## src/rtl/ball_centroid_tracker.sv

```systemverilog
// Per-frame centroid of pixels inside a fixed orange colour box.
// Two restoring dividers run in parallel at frame end to turn the X/Y sums into a mean.
module ball_centroid_tracker #(
    parameter int H_ACTIVE   = 640,
    parameter int V_ACTIVE   = 480,
    parameter int R_MIN      = 200,
    parameter int G_MAX      = 100,
    parameter int B_MAX      = 100,
    parameter int MIN_PIXELS = 16
) (
    input  logic        iCLK,
    input  logic        iRST,
    input  logic [7:0]  iRed,
    input  logic [7:0]  iGreen,
    input  logic [7:0]  iBlue,
    input  logic        iDVAL,
    input  logic [12:0] iH_Cont,
    input  logic [12:0] iV_Cont,
    input  logic        iVS,
    output logic [9:0]  oX,
    output logic [8:0]  oY,
    output logic [18:0] oCount,
    output logic        oFound,
    output logic        oValid
);
    localparam logic [7:0]  R_MIN_L = 8'(R_MIN);
    localparam logic [7:0]  G_MAX_L = 8'(G_MAX);
    localparam logic [7:0]  B_MAX_L = 8'(B_MAX);
    localparam logic [12:0] H_ACT_L = 13'(H_ACTIVE);
    localparam logic [12:0] V_ACT_L = 13'(V_ACTIVE);
    localparam logic [18:0] MIN_L   = 19'(MIN_PIXELS);

    typedef enum logic [1:0] {ACCUM, DIV, PUBLISH_HIT, PUBLISH_MISS} state_t;

    state_t      state_q, state_d;
    logic        vs_q, vs_d, armed_q, armed_d;
    logic [28:0] sum_x_q, sum_x_d;
    logic [27:0] sum_y_q, sum_y_d;
    logic [18:0] cnt_q, cnt_d;
    logic [28:0] dx_q, dx_d, dy_q, dy_d, qx_q, qx_d, qy_q, qy_d;
    logic [18:0] dv_q, dv_d, rx_q, rx_d, ry_q, ry_d;
    logic [4:0]  bit_q, bit_d;
    logic [9:0]  ox_q, ox_d;
    logic [8:0]  oy_q, oy_d;
    logic [18:0] ocount_q, ocount_d;
    logic        ofound_q, ofound_d, ovalid_q, ovalid_d;

    logic        qual, vs_fall;
    logic [28:0] add_x;
    logic [27:0] add_y;
    logic [18:0] add_c;
    logic [19:0] step_x, step_y;

    // One restoring step: returns {quotient bit, new remainder}.
    function automatic logic [19:0] div_step(input logic [18:0] rem, input logic din,
                                             input logic [18:0] dvs);
        logic [19:0] sh;
        sh = {rem, din};
        if (sh >= {1'b0, dvs}) div_step = {1'b1, 19'(sh - {1'b0, dvs})};
        else                   div_step = {1'b0, sh[18:0]};
    endfunction

    always_comb begin
        qual = iDVAL && (iRed >= R_MIN_L) && (iGreen <= G_MAX_L) && (iBlue <= B_MAX_L)
               && (iH_Cont < H_ACT_L) && (iV_Cont < V_ACT_L);
        add_x = qual ? {19'd0, iH_Cont[9:0]} : 29'd0;
        add_y = qual ? {19'd0, iV_Cont[8:0]} : 28'd0;
        add_c = qual ? 19'd1 : 19'd0;
        // A sync held low through reset must go high once before its fall counts.
        vs_fall = vs_q && !iVS && armed_q;
        step_x  = div_step(rx_q, dx_q[28], dv_q);
        step_y  = div_step(ry_q, dy_q[28], dv_q);

        state_d  = state_q;
        vs_d     = iVS;
        armed_d  = armed_q | iVS;
        sum_x_d  = sum_x_q + add_x;
        sum_y_d  = sum_y_q + add_y;
        cnt_d    = cnt_q + add_c;
        dx_d     = dx_q;
        dy_d     = dy_q;
        qx_d     = qx_q;
        qy_d     = qy_q;
        dv_d     = dv_q;
        rx_d     = rx_q;
        ry_d     = ry_q;
        bit_d    = bit_q;
        ox_d     = ox_q;
        oy_d     = oy_q;
        ocount_d = ocount_q;
        ofound_d = ofound_q;
        ovalid_d = 1'b0;

        case (state_q)
            ACCUM: begin
                if (vs_fall) begin
                    dx_d    = sum_x_q;
                    dy_d    = {1'b0, sum_y_q};
                    dv_d    = cnt_q;
                    rx_d    = '0;
                    ry_d    = '0;
                    qx_d    = '0;
                    qy_d    = '0;
                    sum_x_d = add_x;
                    sum_y_d = add_y;
                    cnt_d   = add_c;
                    if (cnt_q < MIN_L) begin
                        state_d  = PUBLISH_MISS;
                        ocount_d = cnt_q;
                        ofound_d = 1'b0;
                        ovalid_d = 1'b1;
                    end else begin
                        state_d = DIV;
                        bit_d   = 5'd28;
                    end
                end
            end
            DIV: begin
                dx_d = {dx_q[27:0], 1'b0};
                dy_d = {dy_q[27:0], 1'b0};
                qx_d = {qx_q[27:0], step_x[19]};
                qy_d = {qy_q[27:0], step_y[19]};
                rx_d = step_x[18:0];
                ry_d = step_y[18:0];
                if (bit_q == 5'd0) begin
                    state_d  = PUBLISH_HIT;
                    ox_d     = qx_d[9:0];
                    oy_d     = qy_d[8:0];
                    ocount_d = dv_q;
                    ofound_d = 1'b1;
                    ovalid_d = 1'b1;
                end else begin
                    bit_d = bit_q - 5'd1;
                end
            end
            PUBLISH_HIT, PUBLISH_MISS: state_d = ACCUM;
            default: state_d = ACCUM;
        endcase
    end

    always_ff @(posedge iCLK) begin
        if (iRST) begin
            state_q  <= ACCUM;
            vs_q     <= 1'b1;
            armed_q  <= 1'b0;
            sum_x_q  <= '0;
            sum_y_q  <= '0;
            cnt_q    <= '0;
            dx_q     <= '0;
            dy_q     <= '0;
            qx_q     <= '0;
            qy_q     <= '0;
            dv_q     <= '0;
            rx_q     <= '0;
            ry_q     <= '0;
            bit_q    <= '0;
            ox_q     <= '0;
            oy_q     <= '0;
            ocount_q <= '0;
            ofound_q <= 1'b0;
            ovalid_q <= 1'b0;
        end else begin
            state_q  <= state_d;
            vs_q     <= vs_d;
            armed_q  <= armed_d;
            sum_x_q  <= sum_x_d;
            sum_y_q  <= sum_y_d;
            cnt_q    <= cnt_d;
            dx_q     <= dx_d;
            dy_q     <= dy_d;
            qx_q     <= qx_d;
            qy_q     <= qy_d;
            dv_q     <= dv_d;
            rx_q     <= rx_d;
            ry_q     <= ry_d;
            bit_q    <= bit_d;
            ox_q     <= ox_d;
            oy_q     <= oy_d;
            ocount_q <= ocount_d;
            ofound_q <= ofound_d;
            ovalid_q <= ovalid_d;
        end
    end

    assign oX     = ox_q;
    assign oY     = oy_q;
    assign oCount = ocount_q;
    assign oFound = ofound_q;
    assign oValid = ovalid_q;
endmodule
```

## config.mk

```make
export PLATFORM = sky130hd
export DESIGN_NAME = ball_centroid_tracker
export DESIGN_NICKNAME = d
export VERILOG_FILES = /design/src/rtl/ball_centroid_tracker.sv
export SDC_FILE = /design/constraint.sdc
export NUM_CORES = 1
export LEC_CHECK = 0
export BUFFER_PORTS_ARGS = -buffer_cell sky130_fd_sc_hd__buf_2
export CAP_MARGIN = 30
export CELL_PAD_IN_SITES_DETAIL_PLACEMENT = 2
export CELL_PAD_IN_SITES_GLOBAL_PLACEMENT = 2
export CORE_ASPECT_RATIO = 2
export CORE_MARGIN = 3
export CORE_UTILIZATION = 41
export CTS_BUF_LIST = sky130_fd_sc_hd__clkbuf_4
export CTS_CLUSTER_SIZE = 8
export DETAILED_ROUTE_END_ITERATION = 6
export HOLD_SLACK_MARGIN = 0.1
export PLACE_DENSITY = 0.88
export SLEW_MARGIN = 20
export SYNTH_ARGS = -nofsm -noshare
export SYNTH_HDL_FRONTEND = slang
export SYNTH_SLANG_ARGS = --single-unit
```

## constraint.sdc

```tcl
create_clock -name iCLK -period 6.8 [get_ports iCLK]
set_input_delay 0.68 -clock iCLK [delete_from_list [all_inputs] [get_ports iCLK]]
set_output_delay 0.68 -clock iCLK [all_outputs]
set_load 0.02 [all_outputs]
```

## Word-level counts from Yosys, hierarchy flattened

Index checks and enable logic that the tools add are counted.

- Bitwise gates (word level): 1
- $add $sub $neg: 6
- $lt $le $gt $ge: 8
- Mux-type cells: 41
- Div/mod/pow operators: 0
- Shifts and indexed selects: 0
- Eq/ne operators: 8
- Multipliers: 0
- Reduce and logical (&&, ||, !) cells: 18

Operators by type and width:

| kind | count |
|---|---|
| $mux 29 | 4 |
| $pmux 29 s2 | 2 |
| $mux 19 | 6 |
| $pmux 19 s2 | 3 |
| $mux 28 | 2 |
| $ge 20x19->1 | 2 |
| $mux 20 | 2 |
| $sub 19x19->19 | 2 |
| $add 29x10->29 | 1 |
| $add 28x9->28 | 1 |
| $add 19x1->19 | 1 |
| $lt 19x5->1 const B | 1 |
| $mux 9 | 2 |
| $pmux 9 s2 | 1 |
| $le 8x7->1 const B | 2 |
| $pmux 8 s2 | 1 |
| $mux 5 | 3 |
| $lt 13x10->1 const B | 1 |
| $lt 13x9->1 const B | 1 |
| $mux 10 | 1 |
| $ne 2x2->1 const B | 5 |
| $pmux 5 s2 | 1 |
| $ge 8x8->1 const B | 1 |
| $reduce_and 2->1 | 4 |
| 15 further kinds | 32 |

- Latch bits: 0
- Memories: 0
- RAM bits: 0
- Register bits: 257
- ROM bits: 0
- Output and inout bits: 40

## Logic depth before layout (Yosys ltp)

- Depth after elaboration: 10
- Mapped depth: 17

## Worst setup path after synthesis

No wires, ideal clock.

- Kind: input-to-reg
- From: input port iV_Cont[12]
- To: register sum_y_q[14]
- Cell stages on the path: 16
- Setup slack: 3.051 ns
- Arrival time: 3.621 ns
- Path buffers: 1
- Cell sequence: nor4b_1 > nand3_1 > nor4_1 > clkbuf_1 > and2_1 > ha_1 > inv_1 > fa_1 > nor2b_1 > o21ai_0 > a21boi_1 > o211a_1 > o31a_1 > and4_1 > xnor2_1 > nor2_1

- Word-level cells in the longest chain between the ends: 6

RTL lines:

| item | line | source |
|---|---|---|
| start: declaration | 18 | `input logic [12:0] iV_Cont,` |
| $lt 13x9->1 * | 65 | `&& (iH_Cont < H_ACT_L) && (iV_Cont < V_ACT_L);` |
| $logic_and 1x1->1 * | 65 |  |
| $mux 9 * | 67 | `add_y = qual ? {19'd0, iV_Cont[8:0]} : 28'd0;` |
| $add 28x9->28 * | 78 | `sum_y_d = sum_y_q + add_y;` |
| $mux 28 | 96 | `if (vs_fall) begin` |
| $mux 28 * | 94 | `case (state_q)` |
| end signal: assignment | 167 | `sum_y_q <= sum_y_d;` |
| end: declaration | 38 | `logic [27:0] sum_y_q, sum_y_d;` |

Mark *: on every way between the ends. The rest lies on a longest branch, timed or not.
A chain may end at the register's enable or synchronous reset.

## Final worst setup path

- From: input port iGreen[7]
- To: register sum_x_q[26]

- Word-level cells in the longest chain between the ends: 9

RTL lines:

| item | line | source |
|---|---|---|
| start: declaration | 14 | `input logic [7:0] iGreen,` |
| $le 8x7->1 * | 64 | `qual = iDVAL && (iRed >= R_MIN_L) && (iGreen <= G_MAX_L) && (iBlue <= B_MAX_L)` |
| $logic_and 1x1->1 * (2 in series) | 64 |  |
| $logic_and 1x1->1 * (2 in series) | 65 |  |
| $mux 10 * | 66 | `add_x = qual ? {19'd0, iH_Cont[9:0]} : 29'd0;` |
| $add 29x10->29 * | 77 | `sum_x_d = sum_x_q + add_x;` |
| $mux 29 | 96 |  |
| $mux 29 * | 94 |  |
| end signal: assignment | 166 | `sum_x_q <= sum_x_d;` |
| end: declaration | 37 | `logic [28:0] sum_x_q, sum_x_d;` |

Marked as above.

==> impl_results.md <==
- NumNets Final: 1855
- CP cell instances: buf_2, nor4b_1, nand2_1, nor4_2, buf_4, and2_1, ha_1, fa_1, a21o_1, a21oi_1, o21bai_1, a21oi_1, o31ai_2, nand4_1, xor2_1, nor2_1
- WHS: 251.7 ps
- Layout area overhead: 11.60%
- Crit path required time: 7400 ps
- Number of buffers and inverters on the critical path: 2
- Share of cells above drive strength 1: 0.1433
- Avg Inst Size Synth: 8.011 um^2
- Clk_skew: 32.27 ps
- Worst r2r dst: ry_q[17]
- Die Width: 133.4 um
- Total congestion overflow: 0
- Chip height: 260.7 um
- Wirelength, routed: 53250 um
- Pwr Density: 213.0 mW/mm^2
- Placed cells: 2089
- Worst reg-to-reg setup slack: 3130 ps
- CP delay by family, top: simple AND/OR/NAND/NOR gates
- Most instantiated cells after synthesis: 334 x nand2_1, 257 x dfxtp_1, 204 x nor2_1
- H-tree levels: 3
- Die area: 0.03476 mm^2
- First DRT Iteration DRCs: 577
- Crit Path Max Fanout: 12
- CTS max path bufs: 3
- Power, Total: 3.161 mW
- Clock sinks: 257
- Max stage delay on crit path: 750 ps
- Levels on crit path: 16
- Synthesized cell area: 0.01330 mm^2
- 1st-pass router iterations: 5
- Initial Util: 0.4186
- Top-count cell post-synth: nand2_1
- Seq cells post-synth: 257
- Post-CTS Hold Buffers: 0
- Mapped Nets: 1779
- DR vias/cell: 5.948
- Initial antenna violation count: 1
- Max rail drop VDD: 0.1052 mV
- CTS clk-pin slew, worst paths: 90 ps
- Core area: 0.03177 mm^2
- Syn Inst Count: 1660
- Min Clock Period, post-route: 4197 ps
- Yosys warns: 0
- First-pass GRT wire length: 84420 um
- Clock latency at the later pin of the worst-skew pair: 730 ps
- # rows: 92
- CTS tree: built
- Post-CTS sizing: 0
- Synth top area share: 0.3869
- Post-CTS Setup Inserts: 0
- Rel. slew slack: 0.4018
- Num CTS Buffers: 67
- Largest net degree at the start of global routing: 90
- Hold path depth: 2
- Unrepaired setup endpoints after global routing: no
- Drt wl/cell: 24.16 um
- Gpl congestion: 0.8352
- Residual DRC: 0
- Hold crit path type: input pin to register
- Tightest Pin Transition: 897.3 ps
- RR Startpoint: dy_q[28]
- # IOs: 94
- Top cell by count, worst path: a21oi_1
- Final setup violation count: 0
- Aggregate global-route resource usage: 0.3046
- Type of the worst setup path: input pin to register
- Async SR Flop Fraction: 0
- Crit path capture type: register
- Number of global-route vias before repair: 15250
- Period utilisation layout: 0.6172
- # Max-Cap Violations: 0
- Min-Delay Endpoint: vs_q
- Via count: 13110
- Leakage: 5.801 nW
- Post-synthesis sequential area ratio: 0.3869
- Detailed Place HPWL: 31680 um
- Yosys cell types: 73
- CP arrival: 4800 ps
- Synth top area cells: dfxtp_1 39%, nand2_1 9.4%, nor2_1 5.8%
- Final hold vios: 0
- Hold_sp: iVS
- Port bufs: 90
- Post-Layout Cell Count: 2204
- Setup TNS: 0 ps
- Clock root cell: clkbuf_4
- Post-route ant nets: 0
- Top_reg_cell synth: dfxtp_1
- Highest-delay cell along the critical path: nor4_2
- Area leader, netlist: dfxtp_1
- FMAX: 0.2383 GHz
- Outcome: finished clean
- Number of synthesized flops with an enable pin: 0
- R2R depth: 10
- Crit path launch type: input pin
- Pins Over Slew Limit: 0
## area by class of cell
| type | instances | area, um^2 |
|---|---|---|
| Fill cell | 3624 | 16930 |
| Tap cell | 423 | 529.3 |
| Clock inverter | 14 | 81.33 |
| Antenna cell | 2 | 5.005 |
| Inverter | 46 | 172.7 |
| Clock buffer | 98 | 735.7 |
| Timing Repair Buffer | 104 | 581.8 |
| Sequential cell | 257 | 5145 |
| Multi-Input combinational cell | 1260 | 7591 |
## stage by stage
step / cell area (um^2) / setup slack, ps / utilization
CTS: 14810 / 2590 / 0.4661
global placement: 13990 / 2201 / 0.4403
detailed placement: 13990 / 1982 / 0.4404
floorplan: 13300 / 3051 / -
finish: 14840 / 2603 / 0.4672
global route: 14840 / 2133 / 0.4671
## flip-flops by register name, summed over array words and instances (netlist names), 9 cells and up
register  cells
oX           10
qx_q          9
sum_y_q      28
ry_q         19
sum_x_q      29
cnt_q        19
dy_q         29
dx_q         29
rx_q         19
dv_q         19
oCount       19
oY            9
## cell usage in the layout, fill, tap and decap left out, drive strengths merged, types with 5 or more instances in the layout
master,count
a211oi,11
a21o,12
a21oi,121
a22oi,19
a311oi,76
a32oi,11
and2,24
and3,11
buf,104
clkbuf,98
clkinv,12
dfxtp,257
ha,61
inv,47
mux2i,7
nand2,334
nand2b,20
nand3,27
nand4,20
nor2,205
nor2b,10
nor3,14
o211ai,5
o21a,14
o21ai,84
o21bai,5
o31a,6
o31ai,5
or2,5
or3,13
xnor2,46
xor2,37
## report_power, final
group	leakage [nW]	internal [mW]	switching, mW	total, mW
clock network	0.493	0.695	0.713	1.41
registers	2.08	1.53	0.0196	1.55
logic	3.23	0.0568	0.145	0.202
total	5.80	2.28	0.878	3.16
## routing by layer
layer / vias to the layer above / share of wire / track usage
met4: 0 / 0.068 / 0.2025
met2: 360 / 0.56 / 0.5981
li1: 5971 / - / -
met3: 189 / 0.032 / 0.04900
met5: - / 0 / 0
met1: 6589 / 0.34 / 0.2822
## cell families (layout without fill, tap and decap cells)
kind of cell | count (synthesis) | after routing | share of synthesized area
muxes | 7 | 7 | 0.005269
and+or+nand+nor | 703 | 703 | 0.2288
other | 0 | 2 | 0
DFF | 257 | 257 | 0.3869
xor gates and xnor gates | 83 | 83 | 0.05466
buffers and inverters | 143 | 262 | 0.04544
adders and majority gates | 65 | 65 | 0.06341
AOI/OAI and AO/OA | 402 | 402 | 0.2155
## worst register-to-register path, delay by kind of cell, from the launching register on
family	cells	cell delay (ps)
compound gates	5	1800
fa+ha+maj	2	670
buf+inv	1	90
flops	1	430
simple gates	2	600
## how the worst max path moves through the flow
stage,to,startpoint,slack (ps)
2_1_floorplan,sum_y_q[14],iV_Cont[12],3050
3_3_place_gp,sum_x_q[26],iH_Cont[7],2200
3_5_place_dp,sum_x_q[26],iH_Cont[12],1980
4_1_cts,sum_x_q[26],iGreen[7],2590
5_1_grt,sum_x_q[25],iH_Cont[12],2130
6_report,sum_x_q[26],iGreen[7],2600
Power figures use the tool's default switching activity.
